$ cat src/rtl/uart_rx_if.sv
// Receiver-side bundle: serial line in, received byte and status strobes out.
interface uart_rx_if;
    logic       i_signal;
    logic [7:0] o_data;
    logic       o_valid;
    logic       o_busy;
    logic       o_frame_error;

    modport master (
        output i_signal,
        input  o_data, o_valid, o_busy, o_frame_error
    );

    modport slave (
        input  i_signal,
        output o_data, o_valid, o_busy, o_frame_error
    );
endinterface

$ cat src/rtl/uart_rx.sv
// 8N1 UART receiver, LSB first: two-flop line synchroniser, mid-bit sampling,
// one-cycle valid / framing-error strobes, break hold-off after a bad stop bit.
module uart_rx #(
    parameter int unsigned CLOCKS_PER_BIT = 16
) (
    input  logic     i_clock,
    input  logic     i_reset,
    uart_rx_if.slave bus
);

    localparam int unsigned HALF = CLOCKS_PER_BIT / 2;
    localparam int unsigned CW   = $clog2(CLOCKS_PER_BIT);
    localparam logic [CW-1:0] CNT_LAST = CW'(CLOCKS_PER_BIT - 1);
    localparam logic [CW-1:0] CNT_HALF = CW'(HALF - 1);

    typedef enum logic [2:0] {
        IDLE,
        START,
        DATA,
        STOP,
        BREAK
    } state_t;

    state_t        state_q;
    logic          sync1_q;
    logic          sync2_q;
    logic [CW-1:0] cnt_q;
    logic [2:0]    idx_q;
    logic [7:0]    shift_q;
    logic [7:0]    data_q;
    logic          valid_q;
    logic          busy_q;
    logic          ferr_q;

    always_ff @(posedge i_clock) begin
        if (i_reset) begin
            sync1_q <= 1'b1;
            sync2_q <= 1'b1;
            state_q <= IDLE;
            cnt_q   <= '0;
            idx_q   <= '0;
            shift_q <= '0;
            data_q  <= '0;
            valid_q <= 1'b0;
            busy_q  <= 1'b0;
            ferr_q  <= 1'b0;
        end else begin
            sync1_q <= bus.i_signal;
            sync2_q <= sync1_q;
            valid_q <= 1'b0;
            ferr_q  <= 1'b0;
            // busy follows the current state one cycle later, so it never glitches
            busy_q  <= (state_q != IDLE);

            case (state_q)
                IDLE: begin
                    if (!sync2_q) begin
                        state_q <= START;
                        cnt_q   <= '0;
                    end
                end
                START: begin
                    if (cnt_q == CNT_HALF) begin
                        cnt_q   <= '0;
                        idx_q   <= '0;
                        state_q <= sync2_q ? IDLE : DATA;
                    end else begin
                        cnt_q <= cnt_q + 1'b1;
                    end
                end
                DATA: begin
                    if (cnt_q == CNT_LAST) begin
                        cnt_q   <= '0;
                        shift_q <= {sync2_q, shift_q[7:1]};
                        idx_q   <= idx_q + 1'b1;
                        if (idx_q == 3'd7) begin
                            state_q <= STOP;
                        end
                    end else begin
                        cnt_q <= cnt_q + 1'b1;
                    end
                end
                STOP: begin
                    if (cnt_q == CNT_LAST) begin
                        cnt_q <= '0;
                        if (sync2_q) begin
                            data_q  <= shift_q;
                            valid_q <= 1'b1;
                            state_q <= IDLE;
                        end else begin
                            ferr_q  <= 1'b1;
                            state_q <= BREAK;
                        end
                    end else begin
                        cnt_q <= cnt_q + 1'b1;
                    end
                end
                BREAK: begin
                    // hold off until the line returns high so a long break is one error
                    if (sync2_q) begin
                        state_q <= IDLE;
                        cnt_q   <= '0;
                    end
                end
                default: begin
                    state_q <= IDLE;
                    cnt_q   <= '0;
                end
            endcase
        end
    end

    assign bus.o_data        = data_q;
    assign bus.o_valid       = valid_q;
    assign bus.o_busy        = busy_q;
    assign bus.o_frame_error = ferr_q;

endmodule
$ cat src/flat_wrapper.sv
// flat-port wrapper written by rule: the top's interface ports become plain ports
module uart_rx_flat 
#(
    parameter int unsigned CLOCKS_PER_BIT = 16
)
  (i_clock, i_reset, bus_i_signal, bus_o_data, bus_o_valid, bus_o_busy, bus_o_frame_error);
  uart_rx_if bus_i ();
  input  logic i_clock;
  input  logic i_reset;
  input wire logic [$bits(bus_i.i_signal)-1:0] bus_i_signal;
  output wire logic [$bits(bus_i.o_data)-1:0] bus_o_data;
  output wire logic [$bits(bus_i.o_valid)-1:0] bus_o_valid;
  output wire logic [$bits(bus_i.o_busy)-1:0] bus_o_busy;
  output wire logic [$bits(bus_i.o_frame_error)-1:0] bus_o_frame_error;
  assign bus_i.i_signal = bus_i_signal;
  assign bus_o_data = bus_i.o_data;
  assign bus_o_valid = bus_i.o_valid;
  assign bus_o_busy = bus_i.o_busy;
  assign bus_o_frame_error = bus_i.o_frame_error;
  uart_rx #(.CLOCKS_PER_BIT(CLOCKS_PER_BIT)) u_core (.i_clock(i_clock), .i_reset(i_reset), .bus(bus_i));
endmodule
$ cat config.mk
export PLATFORM = sky130hd
export DESIGN_NAME = uart_rx_flat
export DESIGN_NICKNAME = d
export VERILOG_FILES = /design/src/rtl/uart_rx_if.sv /design/src/rtl/uart_rx.sv /design/src/flat_wrapper.sv
export SDC_FILE = /design/constraint.sdc
export NUM_CORES = 1
export LEC_CHECK = 0
export ABC_CLOCK_PERIOD_IN_PS = 4800
export CORE_MARGIN = 1.5
export CORE_UTILIZATION = 46
export CTS_CLUSTER_DIAMETER = 100
export DETAILED_ROUTE_END_ITERATION = 7
export PLACE_DENSITY = 0.67
export SYNTH_ARGS = -nofsm -noshare
export SYNTH_HDL_FRONTEND = slang
export SYNTH_SLANG_ARGS = --single-unit
$ cat constraint.sdc
create_clock -name i_clock -period 4.8 [get_ports i_clock]
set_clock_uncertainty 0.05 [all_clocks]
set_input_delay 0.96 -clock i_clock [delete_from_list [all_inputs] [get_ports i_clock]]
set_output_delay 0.96 -clock i_clock [all_outputs]
set_load 0.005 [all_outputs]
Yosys cells after proc, flatten, opt, wreduce, memory -nomap -nowiden --
Cells that the tools add are included. Widths: inputs -> output; s select.
Operators by class: equality and inequality tests 13, bitwise operators 2, muxes and demuxes 19, $add $sub $neg 2, reduce and logical (&&, ||, !) cells 10
Operator list (number):
- $mux 3 | 9
- $mux 4 | 4
- $pmux 4 s4 | 1
- $pmux 3 s5 | 1
- $ne 2x1->1 const B | 5
- $eq 3x2->1 const B | 2
- $eq 3x3->1 const B | 2
- $pmux 3 s2 | 1
- $reduce_and 3->1 | 2
- $reduce_and 6->1 | 1
- $add 4x1->4 const B | 1
- $eq 4x3->1 const B | 1
- $eq 4x4->1 const B | 1
- $reduce_and 2->1 | 2
- $add 3x1->3 const B | 1
- $eq 3x1->1 const B | 1
- $logic_not 3->1 | 1
- $reduce_bool 3->1 | 1
- $reduce_or 3->1 | 1
- $mux 1 | 2
- $mux 2 | 1
- $ne 2x2->1 const B | 1
- $not 1->1 | 2
- $reduce_bool 2->1 | 1
- $reduce_or 2->1 | 1
Storage, ports and cells: register bits 31, input bits 3, word-level logic and storage cells 56, output and inout bits 11

Logic depth before layout (Yosys ltp) --
Gate-level depths: netlist of the first run.
depth after elaboration 4, gate-level depth with buffers 6, gate-level depth less buffers 5

Worst setup path after synthesis of the first run --
Ideal clock, no wire load.
kind in2reg, start in i_reset, end reg u_core.data_q[7] (netlist: u_core.bus.o_data[7]), required time 4.622 ns, stages on the path 3, setup time 0.128 ns, path buffers 2, path slack 3.066 ns, arrival 1.557 ns, path through clkbuf_1 > clkbuf_1 > nor2_1
RTL lines:
- start, declared | line flat_wrapper.sv:9 | input logic i_reset;
- end signal, assigned | line uart_rx.sv:87 | data_q <= shift_q;
- end, declared | line uart_rx.sv:30 | logic [7:0] data_q;
No word-level cell between the ends.

==> flow_metrics.tcl, run 1 <==
set metrics [dict create \
    final_antenna_net_count 0 \
    finalNetCount 151 \
    numCtsBuffers 5 \
    fin_cells 177 \
    place.gp.congestion 0.711 \
    p_leak_nw 0.575 \
    die_w_um 56.5 \
    via_per_inst 5.29 \
    ir_worst_vdd_mv 0.224 \
    io_buffers 13 \
    avgSynthCellArea_um2 9.84 \
    drive_gt1_share_pct 11.6 \
    core_um2 2730 \
    setup_ws_ns 2.22 \
    slew_headroom_pct 27.8 \
    layout_common_cells "31 x dfxtp_1, 26 x nor2_1, 19 x mux2i_1, 13 x clkdlybuf4s50_1, 5 x clkbuf_4" \
    antenna_found_initial 0 \
    ys_types 37 \
    holdWs_ns 0.371 \
    max_cap_viol_count 0 \
    ys_ff_latch 31 \
    final_hold_viol_count 0 \
    synth-edff-count 0 \
    mostFrequentLayoutCell "dfxtp_1" \
    cts_tree "built" \
    grt_util_met2_pct 23.8 \
    ioPinCount 14 \
    die_h_um 56.5 \
    clock_latency_ns 0.34 \
    period_needed_ns 2.58 \
    start_util_pct 48.2 \
    rows 19 \
    fillCellCount 234 \
    cp_data_arrival_time_ns 2.77 \
    grtUsageTotal_pct 16.9 \
    cts.sinks 31 \
    finalSetupViolCount 0 \
    fmaxAchievable_mhz 387 \
    min_path_cells 1 \
    wl_um 2260 \
    cp_max_fo 32 \
    finalCritPeriodShare_pct 53.8 \
    dr.pass1.iters 4 \
    min_path_type "reg2reg" \
    drc 0 \
    cts.path.max_buffers 2 \
    drt_iter0_drc 15 \
    crit_required_ns 4.99 \
    dp_slack_ns 1.85 \
    power_mw 0.419 \
    synth.yosys.seq_area_share_pct 47.1 \
    ctsResizeCount 0 \
    holdBufCountCts 0 \
    status "finished clean" \
    routedWlPerCell_um 12.8 \
    cellPowerDensity_nw_per_um2 281 \
    grt_pass1_wl_um 4090 \
    areaGrowthSynthToFinish_pct 13.1 \
    synth_fp_nets 140 \
    syn_inst 134 \
    synthFlopType "dfxtp_1" \
    tns_ns 0 \
    async_reset_ff_share_pct 0 \
    post_cts_buffers 0 \
    rsz0062_at_grt "false" \
    insertedDiodeCount 0 \
    dp.cells 169 \
    finalMaxSlewViolations 0 \
    first_global_vias 898 \
    yosys_warnings 0 \
    gr-max-usage-layer "met2" \
    synth_area_um2 1320 \
    grt_util_met1_pct 21.9 \
    startpoint_type "primary input" \
    vias 937 \
    cts-root-buf "clkbuf_4" \
    gr-total-overflow 0 \
    htree_levels 2 \
    path_clk_slew_ns 0.10 \
    reg2reg_depth 5 \
    tightest_slew_ns 1.08 \
    grt_max_degree 33 \
    worst_setup_path_end_kind "flop" \
    crit_type "in2reg" \
    dp.final_hpwl_um 1510 \
    die_area_um2 3200 \
    grt_use_met3_pct 7.14 \
]
-- synth_stat cells, types with 2 or more instances --
| cell type | number | share of area (%) |
|---|---|---|
| nor3b_1 | 3 | 1.7 |
| inv_1 | 2 | 0.57 |
| nor3_1 | 2 | 0.76 |
| nand2_1 | 3 | 0.85 |
| nor2_1 | 26 | 7.4 |
| or2_2 | 2 | 0.95 |
| ha_1 | 3 | 2.8 |
| a21oi_1 | 3 | 1.1 |
| and2_1 | 3 | 1.4 |
| buf_2 | 4 | 1.5 |
| nand3_1 | 3 | 1.1 |
| nand2b_1 | 2 | 0.95 |
| buf_6 | 2 | 1.7 |
| clkbuf_1 | 4 | 1.1 |
| dfxtp_1 | 31 | 47 |
| o21ai_0 | 2 | 0.76 |
| mux2i_1 | 19 | 14 |
-- metal layers --
layer,vias to the layer above,routed length [um]
met5,-,0
met4,0,48
met1,433,1090
met2,15,1030
met3,5,93
li1,484,-
-- state kept, by name (all words and copies together), names as in the netlist --
register,count
u_core.bus.o_data,8
u_core.sync2_q,1
u_core.bus.o_valid,1
u_core.shift_q,8
u_core.bus.o_frame_error,1
u_core.idx_q,3
u_core.cnt_q,4
u_core.sync1_q,1
u_core.bus.o_busy,1
u_core.state_q,3
-- where the power goes --
group	internal (mW)	leakage (nW)	total, mW	switching [mW]
registers	0.258	0.250	0.260	0.00194
logic	0.00477	0.297	0.0116	0.00684
clock network	0.0564	0.0282	0.147	0.0909
-- per-stage QoR --
stage / instance area [um2] / utilization (%)
3_5_place_dp: 1440 / 52.6
5_1_grt: 1490 / 54.6
2_1_floorplan: 1320 / -
4_1_cts: 1490 / 54.6
6_report: 1490 / 54.6
3_3_place_gp: 1440 / 52.6
-- cell families after synthesis --
group	Yosys count	share of synthesized area [%]
compound gates	14	8.54
xor+xnor	2	1.33
fa+ha+maj	3	2.85
buf+inv	12	4.93
flops	31	47.1
mux	19	14.4
simple gates	53	20.9
-- worst max-delay path, stage by stage --
cell and delay [ns]:
clkdlybuf4s50_1 1.19, inv_1 0.19, and3_1 0.22, o21ai_0 0.15
nand2_1 0.06
-- final cells by class --
type / count / area, um2 / share of cell area [%]
multi-input cells: 91 / 633 / 42.4
clock inverters: 2 / 12.5 / 0.839
flip-flops and latches: 31 / 621 / 41.6
repair buffers: 14 / 138 / 9.23
inverters: 2 / 7.51 / 0.503
well taps: 31 / 38.8 / 2.60
clock buffers: 6 / 41.3 / 2.77
-- worst paths after layout --
path / start / slack, ns / end
worst max register to register: u_core.cnt_q[0] / 2.92 / u_core.bus.o_data[3]
worst min register to register: u_core.sync1_q / 0.37 / u_core.sync2_q
worst min-delay path: u_core.sync1_q / 0.37 / u_core.sync2_q
worst max-delay path: i_reset / 2.22 / u_core.cnt_q[3]
No activity file was read; power rests on OpenSTA's default activity.
==> inputs of run 2 (changes only) <==
- ABC_CLOCK_PERIOD_IN_PS: 4800 -> 2200
- PLACE_DENSITY: 0.67 -> 0.7
- clock period: 4.8 -> 2.2 ns (I/O delays scaled with it)
==> run 2 against run 1 <==
  * Via count rose by 1.7%
  * Die area did not move
  * Global-route usage rose by 0.24 points
  * Count of clock-buffer cells in the layout did not move
  * Critical path type is now reg2reg
  * Largest power group unchanged
==> flow_metrics.tcl, run 2 (synthesized netlist as in run 1, its figures left out) <==
set metrics [dict create \
    drive_gt1_share_pct 13.5 \
    max_cap_viol_count 0 \
    dr.pass1.iters 3 \
    multi_input_area_um2 633 \
    cts.path.max_buffers 2 \
    die_w_um 56.5 \
    holdBufCountCts 0 \
    areaGrowthSynthToFinish_pct 16.7 \
    cellPowerDensity_nw_per_um2 687 \
    wl_um 2310 \
    insertedDiodeCount 0 \
    crit_required_ns 2.38 \
    ctsResizeCount 0 \
    cts.sinks 31 \
    layout_common_cells "31 x dfxtp_1, 26 x nor2_1, 19 x mux2i_1, 13 x clkdlybuf4s50_1, 5 x clkbuf_4" \
    ir_worst_vdd_mv 0.526 \
    p_leak_nw 0.605 \
    dp_slack_ns 0.342 \
    status "finished clean" \
    tns_ns 0 \
    finalSetupViolCount 0 \
    first_global_vias 956 \
    grt_pass1_wl_um 4130 \
    rows 19 \
    rsz0062_at_grt "false" \
    drt_iter0_drc 37 \
    grt_max_degree 22 \
    period_needed_ns 1.86 \
    via_per_inst 5.32 \
    register_area_um2 621 \
    wl_met3_um 65 \
    routedWlPerCell_um 12.9 \
    htree_levels 2 \
    antenna_found_initial 0 \
    met2_length_um 1120 \
    finalNetCount 153 \
    grtUsageTotal_pct 17.1 \
    min_path_type "reg2reg" \
    dp.final_hpwl_um 1620 \
    cp_data_arrival_time_ns 2.03 \
    fmaxAchievable_mhz 539 \
    numCtsBuffers 5 \
    slew_headroom_pct 65.1 \
    cts-root-buf "clkbuf_4" \
    final_antenna_net_count 0 \
    io_buffers 13 \
    ioPinCount 14 \
    fillCellCount 252 \
    die_h_um 56.5 \
    post_cts_buffers 0 \
    clock_latency_ns 0.34 \
    cp_max_fo 9 \
    finalMaxSlewViolations 0 \
    mostFrequentLayoutCell "dfxtp_1" \
    wl_met1_um 1040 \
    vias 953 \
    drc 0 \
    startpoint_type "flop" \
    start_util_pct 48.2 \
    path_clk_slew_ns 0.10 \
    final_hold_viol_count 0 \
    place.gp.congestion 0.823 \
    tightest_slew_ns 0.519 \
    finalCritPeriodShare_pct 84.3 \
    crit_type "reg2reg" \
    core_um2 2730 \
    gr-total-overflow 0 \
    setup_ws_ns 0.345 \
    worst_setup_path_end_kind "flop" \
    cts_tree "built" \
    die_area_um2 3200 \
    top_layer "met4" \
]
-- run 2: cell types whose count changed in the layout (fill, tap and decap cells not counted) --
cell        previous run  this run
clkbuf_1               1         0
buf_4                  1         3
clkbuf_8               0         1
bufinv_16              0         1
clkinvlp_4             1         0
-- run 2: worst max-delay path, cell delays in order (launching register included) --
cell     delay [ns]
dfxtp_1        0.38
ha_1           0.27
nand2_2        0.13
or4b_4         0.65
mux2i_1        0.20
nor2_1         0.06
-- run 2: layer usage --
| layer | track usage (%) | vias to the layer above |
|---|---|---|
| met4 | 13.6 | 0 |
| met5 | 0 | - |
| met3 | 4.84 | 8 |
| li1 | - | 487 |
| met1 | 19.7 | 445 |
| met2 | 26.4 | 13 |
-- run 2: final cells by class --
class | instances | area share, %
well taps | 31 | 2.52
clock inverters | 2 | 2.28
inverters | 2 | 0.488
clock buffers | 6 | 3.33
multi-input cells | 91 | 41.1
repair buffers | 16 | 9.92
flip-flops and latches | 31 | 40.3
-- run 2: stage by stage --
stage	power (mW)	hold slack [ns]	cells	util, %	cell area [um2]
after global routing	1.10	0.396	179	56.3	1540
after floorplan	0.598	0.339	134	-	1320
after detailed placement	0.609	0.349	171	53.1	1450
final	1.06	0.371	179	56.3	1540
after global placement	0.608	0.346	171	53.1	1450
after CTS	1.07	0.375	179	56.3	1540
-- run 2: final timing paths --
kind	depth (start not counted)	slack [ns]	endpoint	from
worst max-delay path	5	0.34	u_core.bus.o_data[0]	u_core.cnt_q[0]
worst min-delay path	1	0.37	u_core.sync2_q	u_core.sync1_q
worst max register to register	5	0.34	u_core.bus.o_data[0]	u_core.cnt_q[0]
worst min register to register	1	0.37	u_core.sync2_q	u_core.sync1_q
-- run 2: power breakdown --
part	leakage (nW)	switching (mW)	internal, mW
registers	0.250	0.00410	0.564
clock network	0.0482	0.194	0.268
logic	0.307	0.0152	0.0126
total	0.605	0.213	0.845
